**config.mk**
```make
export PLATFORM = sky130hd
export DESIGN_NAME = fp16_accum
export DESIGN_NICKNAME = d
export VERILOG_FILES = /design/src/rtl/fp16_pkg.sv /design/src/rtl/fp16_align_shift.sv /design/src/rtl/fp16_accum.sv
export SDC_FILE = /design/constraint.sdc
export NUM_CORES = 1
export LEC_CHECK = 0
export CELL_PAD_IN_SITES_DETAIL_PLACEMENT = 0
export CELL_PAD_IN_SITES_GLOBAL_PLACEMENT = 2
export CORE_UTILIZATION = 36
export DETAILED_ROUTE_END_ITERATION = 10
export PLACE_DENSITY = 0.8
export SETUP_SLACK_MARGIN = 0.05
export SLEW_MARGIN = 20
export SYNTH_ARGS = -nofsm -noshare
export SYNTH_HDL_FRONTEND = slang
export SYNTH_HIERARCHICAL = 1
export SYNTH_SLANG_ARGS = --single-unit
```
**constraint.sdc**
```tcl
create_clock -name clk_i -period 7.9 [get_ports clk_i]
set_clock_uncertainty 0.1 [all_clocks]
set_input_delay 1.975 -clock clk_i [delete_from_list [all_inputs] [get_ports clk_i]]
set_output_delay 1.975 -clock clk_i [all_outputs]
set_load 0.01 [all_outputs]
```
**src/rtl/fp16_pkg.sv**
```systemverilog
// Shared FP16 constants and accumulator state encoding.
// Used by the accumulator RTL and by the multiplier's test benches.
package fp16_pkg;

  localparam int EXP_W   = 5;
  localparam int MAN_W   = 10;
  localparam int BIAS    = 15;
  localparam int EXP_MAX = 31;
  // Working mantissa: {hidden, man, guard, round, sticky}
  localparam int EXT_W   = MAN_W + 4;

  typedef enum logic [2:0] {
    IDLE,
    ALIGN,
    ADD,
    NORM,
    ROUND,
    OUT
  } state_t;

  // exp=0 is zero and exp=EXP_MAX is forced to zero; both bypass the adder.
  function automatic logic is_zero_class(input logic [15:0] v);
    return (v[14:10] == '0) || (v[14:10] == EXP_W'(EXP_MAX));
  endfunction

endpackage

```
**src/rtl/fp16_align_shift.sv**
```systemverilog
// Combinational right shifter for alignment; every bit shifted out is ORed
// into the sticky LSB. Amounts of 14 and 15 leave only the sticky bit.
module fp16_align_shift
  import fp16_pkg::*;
(
  input  logic [EXT_W-1:0] data,
  input  logic [3:0]       amt,
  output logic [EXT_W-1:0] result
);

  logic [EXT_W-1:0] shifted;
  logic [EXT_W-1:0] lost_mask;
  logic             lost;

  assign shifted   = data >> amt;
  // For amt >= EXT_W the shift yields 0, so the mask wraps to all ones.
  assign lost_mask = (EXT_W'(1) << amt) - EXT_W'(1);
  assign lost      = |(data & lost_mask);
  assign result    = {shifted[EXT_W-1:1], shifted[0] | lost};

endmodule

```
**src/rtl/fp16_accum.sv**
```systemverilog
// Sequential FP16 accumulator: sums a stream of products with a multi-cycle
// align/add/normalize/round datapath and emits the sum after the last term.
module fp16_accum
  import fp16_pkg::*;
#(
  parameter int COUNT_W = 8
) (
  input  logic               clk_i,
  input  logic               rst_i,
  input  logic               in_valid_i,
  output logic               in_ready_o,
  input  logic [15:0]        in_data_i,
  input  logic               in_last_i,
  output logic               out_valid_o,
  input  logic               out_ready_i,
  output logic [15:0]        out_data_o,
  output logic               out_ovf_o,
  output logic [COUNT_W-1:0] out_count_o
);

  state_t             state;
  logic [15:0]        acc;
  logic               ovf;
  logic [COUNT_W-1:0] count;
  logic               last_q;
  logic [15:0]        opb_q;
  logic [EXT_W-1:0]   work_q;
  logic [EXT_W-1:0]   aln_q;
  logic [EXP_W:0]     exp_q;
  logic               sign_q;
  logic               sub_q;

  // Alignment: order operands by magnitude, shift the smaller one.
  logic             acc_big;
  logic [15:0]      big_op;
  logic [15:0]      small_op;
  logic [EXP_W-1:0] exp_diff;
  logic [3:0]       shift_amt;
  logic [EXT_W-1:0] aligned;

  assign acc_big   = acc[14:0] >= opb_q[14:0];
  assign big_op    = acc_big ? acc : opb_q;
  assign small_op  = acc_big ? opb_q : acc;
  assign exp_diff  = big_op[14:10] - small_op[14:10];
  assign shift_amt = (exp_diff > EXP_W'(15)) ? 4'd15 : exp_diff[3:0];

  fp16_align_shift u_align_shift (
    .data   ({1'b1, small_op[MAN_W-1:0], 3'b000}),
    .amt    (shift_amt),
    .result (aligned)
  );

  logic [EXT_W:0]   sum;
  logic [EXT_W-1:0] dif;
  assign sum = {1'b0, work_q} + {1'b0, aln_q};
  assign dif = work_q - aln_q;

  // Round to nearest even on {G, R, S}; LSB is work_q[3].
  logic             rnd_up;
  logic [MAN_W+1:0] rnd_man;
  logic [EXP_W:0]   rnd_exp;
  logic [MAN_W-1:0] rnd_field;
  assign rnd_up    = work_q[2] & (work_q[1] | work_q[0] | work_q[3]);
  assign rnd_man   = {1'b0, work_q[EXT_W-1:3]} + (MAN_W+2)'(rnd_up);
  assign rnd_exp   = exp_q + (EXP_W+1)'(rnd_man[MAN_W+1]);
  assign rnd_field = rnd_man[MAN_W+1] ? rnd_man[MAN_W:1] : rnd_man[MAN_W-1:0];

  logic in_zero;
  logic acc_zero;
  assign in_zero  = is_zero_class(in_data_i);
  assign acc_zero = acc[14:10] == '0;

  // NOTE: every register here, datapath scratch included, is assigned with <=
  // and reset, so simulation ordering is deterministic and no X leaks out.
  always_ff @(posedge clk_i or posedge rst_i) begin
    if (rst_i) begin
      state  <= IDLE;
      acc    <= '0;
      ovf    <= 1'b0;
      count  <= '0;
      last_q <= 1'b0;
      opb_q  <= '0;
      work_q <= '0;
      aln_q  <= '0;
      exp_q  <= '0;
      sign_q <= 1'b0;
      sub_q  <= 1'b0;
    end else begin
      case (state)
        IDLE: if (in_valid_i) begin
          if (count != '1) count <= count + 1'b1;
          last_q <= in_last_i;
          if (in_data_i[14:10] == EXP_W'(EXP_MAX)) ovf <= 1'b1;
          if (acc_zero || in_zero) begin
            // A zero-class input leaves acc as is (0x0000 when acc is zero too).
            if (!in_zero) acc <= in_data_i;
            state <= in_last_i ? OUT : IDLE;
          end else begin
            opb_q <= in_data_i;
            state <= ALIGN;
          end
        end
        ALIGN: begin
          work_q <= {1'b1, big_op[MAN_W-1:0], 3'b000};
          aln_q  <= aligned;
          exp_q  <= {1'b0, big_op[14:10]};
          sign_q <= big_op[15];
          sub_q  <= acc[15] ^ opb_q[15];
          state  <= ADD;
        end
        ADD: begin
          if (!sub_q) begin
            if (sum[EXT_W]) begin
              work_q <= {sum[EXT_W:2], sum[1] | sum[0]};
              exp_q  <= exp_q + 1'b1;
            end else begin
              work_q <= sum[EXT_W-1:0];
            end
            state <= ROUND;
          end else if (dif == '0) begin
            acc   <= '0;
            state <= last_q ? OUT : IDLE;
          end else begin
            work_q <= dif;
            state  <= dif[EXT_W-1] ? ROUND : NORM;
          end
        end
        NORM: begin
          work_q <= work_q << 1;
          exp_q  <= exp_q - 1'b1;
          if (exp_q == (EXP_W+1)'(1)) begin
            acc   <= '0;
            state <= last_q ? OUT : IDLE;
          end else if (work_q[EXT_W-2]) begin
            state <= ROUND;
          end
        end
        ROUND: begin
          if (rnd_exp >= (EXP_W+1)'(EXP_MAX)) begin
            acc <= '0;
            ovf <= 1'b1;
          end else begin
            acc <= {sign_q, rnd_exp[EXP_W-1:0], rnd_field};
          end
          state <= last_q ? OUT : IDLE;
        end
        OUT: if (out_ready_i) begin
          acc   <= '0;
          ovf   <= 1'b0;
          count <= '0;
          state <= IDLE;
        end
        default: state <= IDLE;
      endcase
    end
  end

  assign in_ready_o  = state == IDLE;
  assign out_valid_o = state == OUT;
  assign out_data_o  = acc;
  assign out_ovf_o   = ovf;
  assign out_count_o = count;

endmodule

```
# --- Yosys cells after proc, flatten, opt, wreduce, memory -nomap -nowiden ---
# Index checks and enable logic that the tools add are counted.
word_totals:
  output_inout_bits: 27
  ramBits: 0
  reg_bits: 81
  mem_bits_ro: 0
  latch_bits: 0
  in_bits: 21
  elab_cells: 114
  memories: 0
op_classes:
  n_lt_le_gt_ge: 3
  div: 0
  n_eq_ne: 22
  n_shift: 2
  bitwise_logic: 8
  n_mux: 40
  n_mul: 0
  n_addsub: 9
  n_reduce_logical: 19
op_table:
  columns: ["op", "count"]
  rows:
  - ["2-to-1 mux 16 bit", 9]
  - ["one-hot mux 16 bit (5 select lines)", 1]
  - ["2-to-1 mux 14 bit", 3]
  - ["one-hot mux 14 bit (3 select lines)", 1]
  - ["2-to-1 mux 3 bit", 10]
  - ["2-to-1 mux 8 bit", 3]
  - ["one-hot mux 3 bit (6 select lines)", 1]
  - ["one-hot mux 6 bit (3 select lines)", 1]
  - ["inequality test 2 bit, second input constant", 8]
  - ["one-hot mux 8 bit (2 select lines)", 1]
  - ["adder 14 x 14 -> 15 bit", 1]
  - ["greater-or-equal comparator 15 bit", 1]
  - ["2-to-1 mux 15 bit", 1]
  - ["bitwise AND 14 bit", 1]
  - ["logical NOT 14 bit", 1]
  - ["OR reduction 14 bit", 1]
  - ["left shift 1 x 4 -> 14 bit, first input constant", 1]
  - [">> shifter 14 x 4 -> 14 bit", 1]
  - ["subtractor 14 bit", 1]
  - ["subtractor 14 x 2 -> 14 bit, second input constant", 1]
  - ["adder 11 x 1 -> 12 bit", 1]
  - ["2-to-1 mux 6 bit", 2]
  - ["logical NOT 5 bit", 2]
  - ["2-to-1 mux 10 bit", 1]
  - ["other kinds (32)", 49]

# --- Depth between registers and ports, before layout ---
depth:
  word_depth: 10
  ltp_mapped: 27
  ltp_nobuf: 21

# --- Hierarchy ---
# Netlist, hierarchy kept.
by_module_without_submodules:
  columns: ["mod", "seq_area_each_um2", "cells_each", "area_per_inst_um2", "instances"]
  rows:
  - ["fp16_accum", 2026.9, 905, 7136.8, 1]
  - ["fp16_align_shift", 0.0, 133, 819.5, 1]

# --- Least setup slack after synthesis ---
# Ideal clock, no wire load.
synth_timing:
  path_type: "register to register"
  startpoint: "reg acc[9], in the netlist out_data_o[9]"
  endpoint: "reg aln_q[0]"
  t_arrival_ns: 5.453
  setup_ns: 0.125
  path_stages_with_launch: 26
  path_buffers: 6
  required_ns: 7.675
  synth_period_minus_slack_ns: 5.678
  path_slack_ns: 2.222
  path_cell_list: "dfrtp_1 -> ha_1 -> a211oi_1 -> nand2_1 -> a2111oi_0 -> o21a_1 -> clkbuf_1 -> buf_2 -> buf_1 -> o31a_1 -> ha_1 -> nor2b_1 -> o22ai_1 -> xnor2_1 -> nand2b_1 -> buf_6 -> buf_4 -> nor3_1 -> nand2_1 -> ha_1 -> clkbuf_1 -> a21oi_1 -> o21ai_0 -> a2111oi_0 -> nand4_1 -> mux2_2"
synth_via:
  elab_chain_cells: 10
  word_cells_on_any_way: 12
  classes_between: "2 x add/sub; 2 x order compare; 2 x shift; 3 x mux; 2 x bitwise; 1 x reduce/logical"
synth_rtl:
  columns: ["item", "line", "text"]
  rows:
  - ["from (decl)", "fp16_accum.sv:22", "logic [15:0] acc;"]
  - ["from (signal assigned)", "fp16_accum.sv:96", "if (!in_zero) acc <= in_data_i;"]
  - ["from (signal assigned)", "fp16_accum.sv:143", "acc <= {sign_q, rnd_exp[EXP_W-1:0], rnd_field};"]
  - ["greater-or-equal comparator 15 bit (*)", "fp16_accum.sv:41", "assign acc_big = acc[14:0] >= opb_q[14:0];"]
  - ["2-to-1 mux 16 bit / 2-to-1 mux 15 bit (equally long branches)", "fp16_accum.sv:42, fp16_accum.sv:43", null]
  - ["subtractor 5 bit (*)", "fp16_accum.sv:44", "assign exp_diff = big_op[14:10] - small_op[14:10];"]
  - ["greater-than comparator 5 x 4 -> 1 bit", "fp16_accum.sv:45", "assign shift_amt = (exp_diff > EXP_W'(15)) ? 4'd15 : exp_diff[3:0];"]
  - ["2-to-1 mux 4 bit (*)", "fp16_accum.sv:45", null]
  - ["via shift_amt[1]", "fp16_accum.sv:38", "logic [3:0] shift_amt;"]
  - ["left shift 1 x 4 -> 14 bit", "fp16_align_shift.sv:17", "assign lost_mask = (EXT_W'(1) << amt) - EXT_W'(1);"]
  - ["subtractor 14 x 2 -> 14 bit", "fp16_align_shift.sv:17", null]
  - ["bitwise AND 14 bit", "fp16_align_shift.sv:18", "assign lost = |(data & lost_mask);"]
  - ["OR reduction 14 bit", "fp16_align_shift.sv:18", null]
  - ["bitwise OR 1 bit (*)", "fp16_align_shift.sv:19", "assign result = {shifted[EXT_W-1:1], shifted[0] | lost};"]
  - ["via aligned[0]", "fp16_accum.sv:39", "logic [EXT_W-1:0] aligned;"]
  - ["to (signal assigned)", "fp16_accum.sv:105", "aln_q <= aligned;"]
  - ["to (decl)", "fp16_accum.sv:28", "logic [EXT_W-1:0] aln_q;"]
# The timed path passes the listed nets; every way through them passes the cells marked *.
# A chain may end at the register's enable or synchronous reset.

# --- Worst setup path in the final report ---
# Same ends and word-level chain as after synthesis.

==> results by group <==
Global route
  • Total GRT Usage: 24.66%
  • First-pass GRT wire length: 42,680 µm
  • Initial antenna violation count: 0
  • Vias in the first global route: 7,193
  • Grt total ovfl: 0
  • Largest net degree at the start of global routing: 66

Timing
  • Final setup vio count: 0
  • Hold_ws: 415.7 ps
  • RSZ-0062 raised after global routing: no
  • Final Max Tran Viols: 0
  • Slew HR: 30.70%
  • Post-Route Setup TNS: 0 ps
  • Worst-Margin Slew: 1026 ps
  • Final hold viol count: 0
  • Max frequency: 163.0 MHz
  • Final period util: 77.66%
  • Post-route minimum period: 6135 ps

Setup path
  • Worst R2R End: aln_q[0]
  • Worst-case reg-to-reg path depth: 22
  • CP Launch Point: out_data_o[9]
  • Worst R2R Setup Slack: 1760 ps
  • Critical Path Sink Type: flip-flop
  • Kind of critical path: flip-flop to flip-flop
  • CP arrival: 6260 ps
  • Setup crit start kind: flip-flop
  • Critical path destination: aln_q[0]
  • Crit Path Max Fanout: 34
  • WP data required: 8030 ps
  • Worst r2r src: out_data_o[9]

Die
  • Die Wd: 150.7 µm
  • Die area: 22,700 µm²
  • Core area: 21,760 µm²
  • Row count: 54
  • Initial Util: 36.57%
  • Die height: 150.7 µm
  • I/O Pins: 48

Synth
  • Yosys top cell area share: 25.48%
  • Most common cell in the netlist: nand2_1
  • Synth Register Bits: 81
  • Post-synthesis sequential area ratio: 25.48%
  • Syn avg cell area: 7.665 µm²
  • Area contributors post-synth: dfrtp_1 25%, ha_1 8.0%, o21ai_0 6.9%, nand2_1 5.3%, nor2_1 4.2%
  • Netlist cell types: 76
  • Area leader, netlist: dfrtp_1
  • Cell Area, Synth: 7956 µm²
  • Post-Synthesis Cells: 1,038
  • Post-synth top cells: 112 x nand2_1, 109 x o21ai_0, 88 x nor2_1, 81 x dfrtp_1, 62 x inv_1
  • Asr flop ratio synth: 100.0%
  • Post-synth EDFFs: 0
  • Synth warn: 6
  • Main synth FF type: dfrtp_1

Cells and area
  • Area Overhead vs Synth: 12.64%
  • Diodes inserted: 0
  • Net count reported at finish: 1,134
  • Filler instances: 2,317
  • Finished Cell Area: 8962 µm²
  • Share of layout cells above drive strength 1: 6.854%

Place
  • Post-placement cell area: 8658 µm²
  • Buffers on Ports: 47
  • Routability cong.: 0.9087
  • Hpwl dp: 20,280 µm

CTS
  • Root Buffer: clkbuf_16
  • # hold bufs at CTS: 0
  • CTS Buffer Depth: 2
  • Clk_lat worst skew: 350 ps
  • CTS HTree Levels: 3
  • Num CTS Buffers: 9
  • Clock transition at path regs: 70 ps
  • CTS tree: built
  • Post-CTS setup buffers: 0
  • CTS Sinks: 81
  • CTS resizes: 0

Routing
  • Vias post-DR: 7,778
  • Detail Route Antenna Nets: 0
  • Routed wire length per instance: 20.08 µm
  • DR vias/cell: 5.783
  • 1st-iter DRT viols: 553
  • DRC errors left: 0
  • Final wirelength: 27,010 µm
  • TritonRoute pass-1 iters: 6

Outcome
  • Status: completed

Run
  • Maxcap violations: 0

Min path
  • Worst min path class: flip-flop to flip-flop
-- worst max-delay path, cell delays in order (launching register included) --
cell and delay [ps]:
dfrtp_1 430, ha_1 340, a211oi_1 330, nand2_1 120, a2111oi_2 340, buf_4 240, o21a_1 140, buf_4 330
o31a_1 170, ha_1 170, nor2b_1 50, o22ai_1 150, xnor2_1 270, nand2_1 610, nor3_1 590, nand2_1 110
ha_1 380, a22o_1 240, nand2_1 60, nand2_1 50, a2111oi_0 370, nand4_1 140, mux2_2 280
-- metrics by stage --
| step | setup slack [ps] | utilization [%] | std cells |
|---|---|---|---|
| 6_report | 1765 | 41.20 | 1345 |
| 5_1_grt | 1166 | 41.20 | 1345 |
| 4_1_cts | 1777 | 41.20 | 1345 |
| 3_5_place_dp | 1811 | 39.80 | 1329 |
| 3_3_place_gp | 1912 | 39.80 | 1329 |
| 2_1_floorplan | 2222 | - | 1049 |
-- cells by family after synthesis --
family          Yosys count  share of synthesized area (%)
simple gates            361                          21.62
compound gates          336                          27.54
buf+inv                 125                          6.573
flops                    81                          25.48
fa+ha+maj                53                          8.523
mux                      47                          6.542
xor+xnor                 33                          3.633
other cells               2                        0.09439
-- per-layer routing --
layer	track usage, %	part of all wire [%]	vias up
li1	-	-	3832
met2	37.63	44	172
met5	0	0	-
met4	5.250	1.3	0
met3	2.727	3.8	16
met1	37.00	51	3758
-- final cells by class --
class,count,area (µm²),share of cell area [%]
multi-input combinational,843,5456,60.88
sequential,81,2027,22.62
timing repair buffer,63,590.6,6.589
tap,280,350.3,3.909
inverter,62,234.0,2.611
clock buffer,10,229.0,2.555
clock inverter,6,75.07,0.8376
-- cells in the final DEF, fill, tap and decap left out, drive strengths merged, types with 6 or more instances in the layout --
| cell | synthesis | layout |
|---|---|---|
| a21o | 18 | 18 |
| nand2 | 112 | 112 |
| o311ai | 8 | 8 |
| a21oi | 59 | 59 |
| a22oi | 9 | 9 |
| a31oi | 11 | 11 |
| o21a | 8 | 8 |
| inv | 62 | 63 |
| xor2 | 15 | 15 |
| nor3 | 36 | 36 |
| a211oi | 14 | 14 |
| nand3 | 29 | 29 |
| xnor2 | 18 | 18 |
| o31ai | 6 | 6 |
| a32oi | 7 | 7 |
| nand2b | 14 | 14 |
| clkbuf | 38 | 10 |
| o211ai | 8 | 8 |
| buf | 25 | 16 |
| nor2 | 88 | 88 |
| dfrtp | 81 | 81 |
| conb | 2 | 13 |
| clkdlybuf4s50 | 0 | 47 |
| o22ai | 15 | 15 |
| ha | 51 | 51 |
| a2111oi | 6 | 6 |
| nor2b | 12 | 12 |
| mux2i | 25 | 25 |
| or3 | 11 | 11 |
| nor3b | 6 | 6 |
| mux2 | 22 | 22 |
| nand4 | 14 | 14 |
| and3 | 14 | 14 |
| a221oi | 10 | 10 |
| o21ai | 109 | 109 |
-- worst min-delay path by stage --
stage                          from   endpoint  cells after the start
after floorplan           aln_q[13]  aln_q[13]                      1
after global placement    out_ovf_o  out_ovf_o                      2
after detailed placement  out_ovf_o  out_ovf_o                      2
after CTS                 out_ovf_o  out_ovf_o                      2
after global routing      out_ovf_o  out_ovf_o                      2
final                     out_ovf_o  out_ovf_o                      2
-- flip-flops by register name (all words and copies together), names as in the netlist --
| name | count |
|---|---|
| opb_q | 16 |
| out_data_o | 16 |
| aln_q | 14 |
| work_q | 14 |
| out_count_o | 8 |
| exp_q | 6 |
| state | 3 |
| last_q | 1 |
| out_ovf_o | 1 |
| sign_q | 1 |
| sub_q | 1 |
Power is left out: the tool's default activity adds up to more than one toggle a clock period on the data nets, which glitch-free logic cannot reach.
